==> config.mk <==
export PLATFORM = sky130hd
export DESIGN_NAME = video_timing_gen_flat
export DESIGN_NICKNAME = d
export VERILOG_FILES = /design/src/rtl/video_timing_gen_if.sv /design/src/rtl/video_timing_gen.sv /design/src/flat_wrapper.sv
export SDC_FILE = /design/constraint.sdc
export NUM_CORES = 1
export LEC_CHECK = 0
export ABC_AREA = 1
export ABC_CLOCK_PERIOD_IN_PS = 2550
export CORE_MARGIN = 2
export CORE_UTILIZATION = 40
export DETAILED_ROUTE_END_ITERATION = 7
export HOLD_SLACK_MARGIN = 0.05
export MAX_ROUTING_LAYER = met4
export PLACE_DENSITY = 0.7
export SLEW_MARGIN = 0
export SYNTH_ARGS = -nofsm -noshare
export SYNTH_HDL_FRONTEND = slang
export SYNTH_SLANG_ARGS = --single-unit
==> constraint.sdc <==
create_clock -name pixclk -period 2.55 [get_ports pixclk]
set_input_delay 0.3825 -clock pixclk [delete_from_list [all_inputs] [get_ports pixclk]]
set_output_delay 0.3825 -clock pixclk [all_outputs]
set_load 0.005 [all_outputs]
==> src/rtl/video_timing_gen_if.sv <==
// Raster timing bundle: coordinates, encoder control (VDE/CD), strobes and bring-up pattern.
// The generator drives it through the master modport; consumers attach through slave.
interface video_timing_gen_if;
    logic [9:0]  hcount;
    logic [9:0]  vcount;
    logic        VDE;
    logic [1:0]  CD;
    logic        line_start;
    logic        frame_start;
    logic [23:0] pattern_rgb;

    modport master (
        output hcount, vcount, VDE, CD, line_start, frame_start, pattern_rgb
    );

    modport slave (
        input hcount, vcount, VDE, CD, line_start, frame_start, pattern_rgb
    );
endinterface

==> src/rtl/video_timing_gen.sv <==
// Free-running raster counter with registered VDE / sync / strobe decode for the TMDS encoders.
// Optional 8-bar colour pattern on pattern_rgb when VTG_TEST_PATTERN_EN is defined.
module video_timing_gen #(
    parameter int H_ACTIVE = 640,
    parameter int H_FP     = 16,
    parameter int H_SYNC   = 96,
    parameter int H_BP     = 48,
    parameter int V_ACTIVE = 480,
    parameter int V_FP     = 10,
    parameter int V_SYNC   = 2,
    parameter int V_BP     = 33,
    parameter bit HS_POL   = 1'b0,
    parameter bit VS_POL   = 1'b0
) (
    input  logic                  pixclk,
    input  logic                  rst,
    video_timing_gen_if.master    vid
);

    localparam int H_TOTAL = H_ACTIVE + H_FP + H_SYNC + H_BP;
    localparam int V_TOTAL = V_ACTIVE + V_FP + V_SYNC + V_BP;

    localparam logic [9:0]  H_LAST   = 10'(H_TOTAL - 1);
    localparam logic [9:0]  V_LAST   = 10'(V_TOTAL - 1);
    // Region bounds are 11 bits so a region ending exactly at 1024 cannot wrap.
    localparam logic [10:0] H_ACT    = 11'(H_ACTIVE);
    localparam logic [10:0] HS_START = 11'(H_ACTIVE + H_FP);
    localparam logic [10:0] HS_END   = 11'(H_ACTIVE + H_FP + H_SYNC);
    localparam logic [10:0] V_ACT    = 11'(V_ACTIVE);
    localparam logic [10:0] VS_START = 11'(V_ACTIVE + V_FP);
    localparam logic [10:0] VS_END   = 11'(V_ACTIVE + V_FP + V_SYNC);

    logic [9:0] r_hcount;
    logic [9:0] r_vcount;
    logic       r_vde;
    logic [1:0] r_cd;
    logic       r_line_start;
    logic       r_frame_start;

    logic       w_h_wrap;
    logic       w_v_wrap;
    logic [9:0] w_hcount_next;
    logic [9:0] w_vcount_next;
    logic       w_vde_next;
    logic       w_hsync_next;
    logic       w_vsync_next;
    logic       w_line_start_next;
    logic       w_frame_start_next;

    // Outputs are decoded from the count about to be registered, so every
    // registered output lines up with the coordinates presented alongside it.
    always_comb begin
        w_h_wrap      = (r_hcount == H_LAST);
        w_v_wrap      = (r_vcount == V_LAST);
        w_hcount_next = w_h_wrap ? 10'd0 : r_hcount + 10'd1;
        w_vcount_next = r_vcount;
        if (w_h_wrap) begin
            w_vcount_next = w_v_wrap ? 10'd0 : r_vcount + 10'd1;
        end

        w_vde_next = ({1'b0, w_hcount_next} < H_ACT) && ({1'b0, w_vcount_next} < V_ACT);

        w_hsync_next = ~HS_POL;
        if (({1'b0, w_hcount_next} >= HS_START) && ({1'b0, w_hcount_next} < HS_END)) begin
            w_hsync_next = HS_POL;
        end

        w_vsync_next = ~VS_POL;
        if (({1'b0, w_vcount_next} >= VS_START) && ({1'b0, w_vcount_next} < VS_END)) begin
            w_vsync_next = VS_POL;
        end

        w_line_start_next  = (w_hcount_next == 10'd0);
        w_frame_start_next = w_line_start_next && (w_vcount_next == 10'd0);
    end

    always_ff @(posedge pixclk) begin
        if (rst) begin
            r_hcount      <= H_LAST;
            r_vcount      <= V_LAST;
            r_vde         <= 1'b0;
            r_cd          <= {~VS_POL, ~HS_POL};
            r_line_start  <= 1'b0;
            r_frame_start <= 1'b0;
        end else begin
            r_hcount      <= w_hcount_next;
            r_vcount      <= w_vcount_next;
            r_vde         <= w_vde_next;
            r_cd          <= {w_vsync_next, w_hsync_next};
            r_line_start  <= w_line_start_next;
            r_frame_start <= w_frame_start_next;
        end
    end

    assign vid.hcount      = r_hcount;
    assign vid.vcount      = r_vcount;
    assign vid.VDE         = r_vde;
    assign vid.CD          = r_cd;
    assign vid.line_start  = r_line_start;
    assign vid.frame_start = r_frame_start;

`ifdef VTG_TEST_PATTERN_EN
    localparam int         BAR_W    = H_ACTIVE / 8;
    localparam logic [9:0] BAR_LAST = 10'(BAR_W - 1);

    logic [23:0] w_bar_lut [8];
    logic [2:0]  r_bar_idx;
    logic [9:0]  r_bar_sub;
    logic [23:0] r_pattern_rgb;
    logic [2:0]  w_bar_idx_next;
    logic [9:0]  w_bar_sub_next;

    // Bar colours are the inverted index bits: R = ~idx[1], G = ~idx[2], B = ~idx[0].
    for (genvar gi = 0; gi < 8; gi++) begin : g_bar_lut
        localparam logic [2:0] IDX = 3'(gi);
        assign w_bar_lut[gi] = {{8{~IDX[1]}}, {8{~IDX[2]}}, {8{~IDX[0]}}};
    end

    always_comb begin
        w_bar_idx_next = r_bar_idx;
        w_bar_sub_next = r_bar_sub + 10'd1;
        if (w_hcount_next == 10'd0) begin
            w_bar_idx_next = 3'd0;
            w_bar_sub_next = 10'd0;
        end else if (r_bar_sub == BAR_LAST) begin
            w_bar_idx_next = r_bar_idx + 3'd1;
            w_bar_sub_next = 10'd0;
        end
    end

    always_ff @(posedge pixclk) begin
        if (rst) begin
            r_bar_idx     <= 3'd0;
            r_bar_sub     <= 10'd0;
            r_pattern_rgb <= 24'h000000;
        end else begin
            r_bar_idx     <= w_bar_idx_next;
            r_bar_sub     <= w_bar_sub_next;
            r_pattern_rgb <= w_vde_next ? w_bar_lut[w_bar_idx_next] : 24'h000000;
        end
    end

    assign vid.pattern_rgb = r_pattern_rgb;
`else
    assign vid.pattern_rgb = 24'h000000;
`endif

endmodule

==> src/flat_wrapper.sv <==
// flat-port wrapper written by rule: the top's interface ports become plain ports
module video_timing_gen_flat 
#(
    parameter int H_ACTIVE = 640,
    parameter int H_FP     = 16,
    parameter int H_SYNC   = 96,
    parameter int H_BP     = 48,
    parameter int V_ACTIVE = 480,
    parameter int V_FP     = 10,
    parameter int V_SYNC   = 2,
    parameter int V_BP     = 33,
    parameter bit HS_POL   = 1'b0,
    parameter bit VS_POL   = 1'b0
)
  (pixclk, rst, vid_hcount, vid_vcount, vid_VDE, vid_CD, vid_line_start, vid_frame_start, vid_pattern_rgb);
  video_timing_gen_if vid_i ();
  input  logic pixclk;
  input  logic rst;
  output wire logic [$bits(vid_i.hcount)-1:0] vid_hcount;
  output wire logic [$bits(vid_i.vcount)-1:0] vid_vcount;
  output wire logic [$bits(vid_i.VDE)-1:0] vid_VDE;
  output wire logic [$bits(vid_i.CD)-1:0] vid_CD;
  output wire logic [$bits(vid_i.line_start)-1:0] vid_line_start;
  output wire logic [$bits(vid_i.frame_start)-1:0] vid_frame_start;
  output wire logic [$bits(vid_i.pattern_rgb)-1:0] vid_pattern_rgb;
  assign vid_hcount = vid_i.hcount;
  assign vid_vcount = vid_i.vcount;
  assign vid_VDE = vid_i.VDE;
  assign vid_CD = vid_i.CD;
  assign vid_line_start = vid_i.line_start;
  assign vid_frame_start = vid_i.frame_start;
  assign vid_pattern_rgb = vid_i.pattern_rgb;
  video_timing_gen #(.H_ACTIVE(H_ACTIVE), .H_FP(H_FP), .H_SYNC(H_SYNC), .H_BP(H_BP), .V_ACTIVE(V_ACTIVE), .V_FP(V_FP), .V_SYNC(V_SYNC), .V_BP(V_BP), .HS_POL(HS_POL), .VS_POL(VS_POL)) u_core (.pixclk(pixclk), .rst(rst), .vid(vid_i));
endmodule
==> Word level (Yosys, flattened, before mapping) <==
Cells that the tools add are included.
Widths: inputs -> output; s select.
{ "totals": {"latch_bits": 0, "word_cells": 27, "register_bits": 25, "n_memories": 0, "mem_bits_ro": 0, "mem_bits_rw": 0, "in_bits": 2, "output_inout_bits": 49} }
{ "op_classes": {"n_addsub": 2, "n_shift": 0, "multipliers": 0, "mux": 5, "bitwise_logic": 0, "n_reduce_logical": 6, "eq_ne": 2, "n_lt_le_gt_ge": 6, "div_mod_pow": 0} }
{ "ops": {"columns": ["op", "count"], "rows": [
  ["$mux 10", 3],
  ["$add 10x1->10 const B", 2],
  ["$eq 10x10->1 const B", 2],
  ["$logic_not 10->1", 2],
  ["$lt 10x10->1 const B", 2],
  ["$lt 10x9->1 const B", 2],
  ["$ge 10x10->1 const B", 1],
  ["$ge 10x9->1 const B", 1],
  ["$logic_and 1x1->1", 4],
  ["$mux 1", 2]
]} }

==> Logic depth before layout (Yosys ltp) <==
{ "logic_depth": {"word_depth": 6, "mapped_depth": 13, "ltp_nobuf": 13} }

==> Least setup slack after synthesis <==
No wires, ideal clock.
{ "synth_path": {"path_type": "register to register", "startpoint": "register u_core.r_hcount[0] (netlist: u_core.vid.hcount[0])", "endpoint": "register u_core.r_cd[1] (netlist: u_core.vid.CD[1])", "synth_period_minus_slack_ps": 1653, "slack_ps": 897, "t_required_ps": 2429, "path_stages_with_launch": 12, "path_buffers": 1, "t_arrival_ps": 1532, "setup_ps": 121, "cell_sequence": "dfxtp_1 -> ha_1 -> nand2_2 -> nor2_8 -> nand3_4 -> buf_6 -> o21bai_1 -> nand2_1 -> nor2_1 -> nand3_1 -> inv_1 -> nand3_1"} }
{ "synth_between": {"elab_chain_len": 5} }
{ "synth_lines": {"columns": ["item", "line", "source"], "rows": [
  ["start, declared", "video_timing_gen.sv:33", "logic [9:0] r_hcount;"],
  ["start signal, assigned", "video_timing_gen.sv:86", "r_hcount <= w_hcount_next;"],
  ["$eq 10x10->1 (*)", "video_timing_gen.sv:53", "w_h_wrap = (r_hcount == H_LAST);"],
  ["$mux 10 (*)", "video_timing_gen.sv:57", "if (w_h_wrap) begin"],
  ["$ge 10x9->1 or $lt 10x9->1 (tied branches)", "video_timing_gen.sv:69", "if (({1'b0, w_vcount_next} >= VS_START) && ({1'b0, w_vcount_next} < VS_END)) begin"],
  ["$logic_and 1x1->1 (*)", "video_timing_gen.sv:69", null],
  ["$mux 1 (*)", "video_timing_gen.sv:69", null],
  ["end signal, assigned", "video_timing_gen.sv:82", "r_cd <= {~VS_POL, ~HS_POL};"],
  ["end signal, assigned", "video_timing_gen.sv:89", "r_cd <= {w_vsync_next, w_hsync_next};"],
  ["end, declared", "video_timing_gen.sv:36", "logic [1:0] r_cd;"]
]} }
Every way passes the cells marked *; elsewhere a longest branch is shown, timed or not.
A chain may end at the register's enable or synchronous reset.

==> Worst setup path after layout <==
{ "layout_path": {"startpoint": "register u_core.r_hcount[0] (netlist: u_core.vid.hcount[0])", "endpoint": "register u_core.r_vde (netlist: u_core.vid.VDE)"} }
{ "layout_between": {"elab_chain_len": 4} }
{ "layout_lines": {"columns": ["item", "line", "source"], "rows": [
  ["$add 10x1->10 or $eq 10x10->1 (tied branches)", "video_timing_gen.sv:55, video_timing_gen.sv:53", null],
  ["$mux 10 (on tied branches)", "video_timing_gen.sv:55, video_timing_gen.sv:57", null],
  ["$lt 10x10->1 or $lt 10x9->1 (tied branches)", "video_timing_gen.sv:61", "w_vde_next = ({1'b0, w_hcount_next} < H_ACT) && ({1'b0, w_vcount_next} < V_ACT);"],
  ["$logic_and 1x1->1 (*)", "video_timing_gen.sv:61", null],
  ["end signal, assigned", "video_timing_gen.sv:88", "r_vde <= w_vde_next;"],
  ["end, declared", "video_timing_gen.sv:35", "logic r_vde;"]
]} }
Marked as above.

==> run metrics <==
run status=finished clean; largest net degree at the start of global routing=16; WL met1=1750 µm; CP arrival=2090 ps; most common cell after layout, fill and taps aside=nand2_1; Mapped Area=0.00162 mm²; Critical Path End Type=register; Slew Viols, Final=0; post-DP HPWL=2810 µm; number of global-route vias before repair=1373; IO Count=51; Post-CTS Setup Inserts=0; hold buffers post-CTS=0; final net count=285; clk_skew=7.10 ps; initial antenna violation count=0; GR Overflow Total=0; TritonCTS clock tree=yes; GPL Wtd Cong=0.882; Vias=1483; cell type of the slowest stage on the worst timing path=dfxtp_1; maximum vdd drop=407 µV; Hold Crit Class=register to register; Setup-failing EPs final=0; Total Negative Setup Slacks=0 ps; CP Class=register to register; worst-path cell chain=ha_1 -> nand2_2 -> nor2_8 -> nand3_4 -> nor2_1 -> nand2_1 -> o21ai_1 -> nand3_1 -> nand2_1 -> nor2_1; Simple-Gate Fraction of Synth Area=41.2%; wire length on met2=1700 µm; die width=67.7 µm; Tcrit/Tclk final=75.3%; layout cell share with drive strength beyond 1=7.53%; EDFF count, synth=0; insertion delay to the later sink of the worst-skew pair=270 ps; largest family of logic cells by synthesized area=simple AND/OR/NAND/NOR gates; RSZ-0062 raised after global routing=no; Pre-antenna DRT Iters=4; Clock Tree Root=clkbuf_8; Worst path max stage delay=390 ps; Max Buffers Root-to-Sink=2; post-synth cell types=27; Final min period=1920 ps; FP Rows=23; Top FF cell, synth=dfxtp_1; metal3 WL=113 µm; final wirelength=3600 µm; drt via density=4.51; DR iter-0 viols=81; gr usage total=17.9%; Seq/Total Area, Yosys=30.8%; clk slew on worst S/H paths=90 ps; initial core utilization=41.2%; Wirelength per Cell=10.9 µm; Syn. warnings=0; MaxCap Viol Count=0; most frequent cells in the layout=nand2_1, nor2_1, inv_1; Core Footprint=0.00394 mm²; #FFs+latches synth=25; post-synthesis xor/xnor area fraction=0%; fraction of synthesized area in multiplexers=0%; DRT antenna net count=0; Die Y=67.7 µm; final core utilization=47.9%; PortBufs=26; clk sinks=25; post-cts gate resize count=0; Power Dens Cells=882 mW/mm²; Async SR Flop Fraction=0%; max layer used=met4; Compound-Gate Fraction of Synth Area=5.24%; Max Freq=0.520 GHz; Hold Fails Final Rpt=0; crit-path max FO=13; die area=0.00459 mm²; synth-to-layout area growth=16.2%; Startpoint Class=register; global-route wire length before repair=6090 µm; Antenna Cells=0; leakage=0.977 nW; H-tree Lvls=1; DRC=0; total CTS buffers=3; Syn Area/Cell=6.44 µm²; Adder-Cell Fraction of Synth Area=2.31%; cells after synthesis=252; Req. time, crit path=2720 ps
==> cells in the mapped netlist (2+ instances only) <==
cell / number / area share, %
nand2_1: 74 / 17
nor2_1: 35 / 8.1
inv_1: 31 / 7.2
dfxtp_1: 25 / 31
buf_4: 24 / 11
nand3_1: 19 / 5.9
nand4_1: 8 / 3.1
o21ai_0: 5 / 1.5
nand2_2: 4 / 1.5
nor2_2: 4 / 1.5
o21bai_1: 4 / 1.8
ha_1: 3 / 2.3
inv_2: 2 / 0.46
==> final timing paths <==
check	slack, ps	cells after the start	to	from
max	630	10	u_core.vid.VDE	u_core.vid.hcount[0]
min	550	1	u_core.vid.hcount[0]	u_core.vid.hcount[0]
max reg2reg	630	10	u_core.vid.VDE	u_core.vid.hcount[0]
min reg2reg	550	1	u_core.vid.hcount[0]	u_core.vid.hcount[0]
==> cells by family (layout without fill, tap and decap cells) <==
| group | after synthesis | after routing |
|---|---|---|
| AO/OA/AOI/OAI | 13 | 13 |
| adder cells (fa/ha/maj) | 3 | 3 |
| buffers and inverters | 61 | 65 |
| flip-flops | 25 | 25 |
| other | 1 | 24 |
| AND/OR/NAND/NOR | 149 | 149 |
==> per-stage QoR <==
step / cell area (µm²) / power (mW) / instances / hold slack, ps / setup WS [ps]
2_1_floorplan: 1710 / 1.17 / 275 / 490 / 897
3_3_place_gp: 1840 / 1.43 / 325 / 509 / 604
3_5_place_dp: 1840 / 1.43 / 325 / 525 / 500
4_1_cts: 1890 / 1.67 / 329 / 538 / 624
5_1_grt: 1890 / 1.82 / 329 / 568 / 399
6_report: 1890 / 1.66 / 329 / 547 / 629
==> critical path: cells and delay by family, from the launching register on <==
kind / cells / cell delay, ps
compound gates: 1 / 120
simple gates: 8 / 1110
fa+ha+maj: 1 / 210
flops: 1 / 390
==> cell type report <==
cell class / instances / area [µm²]
Timing Repair Buffer: 26 / 260
Sequential cell: 25 / 500
Inverter: 35 / 133
Clock inverter: 1 / 7.51
Tap cell: 50 / 62.6
Clock buffer: 3 / 41.3
Multi-Input combinational cell: 189 / 882
Fill cell: 432 / 2060
==> sequential cells by signal (all words and copies together) (netlist names) <==
name,count
u_core.vid.CD,2
u_core.vid.VDE,1
u_core.vid.frame_start,1
u_core.vid.hcount,10
u_core.vid.line_start,1
u_core.vid.vcount,10
==> layer usage <==
metal	vias up	GRT usage (%)
met5	-	-
met1	654	22.8
li1	788	-
met2	34	30.0
met3	7	2.17
met4	0	4.34
==> power breakdown <==
group	internal (mW)	total, mW	leakage, nW	switching [mW]
clock	0.111	0.236	0.0217	0.125
combinational	0.334	0.869	0.751	0.534
sequential	0.467	0.559	0.204	0.0921
No activity file was read; power rests on OpenSTA's default activity.
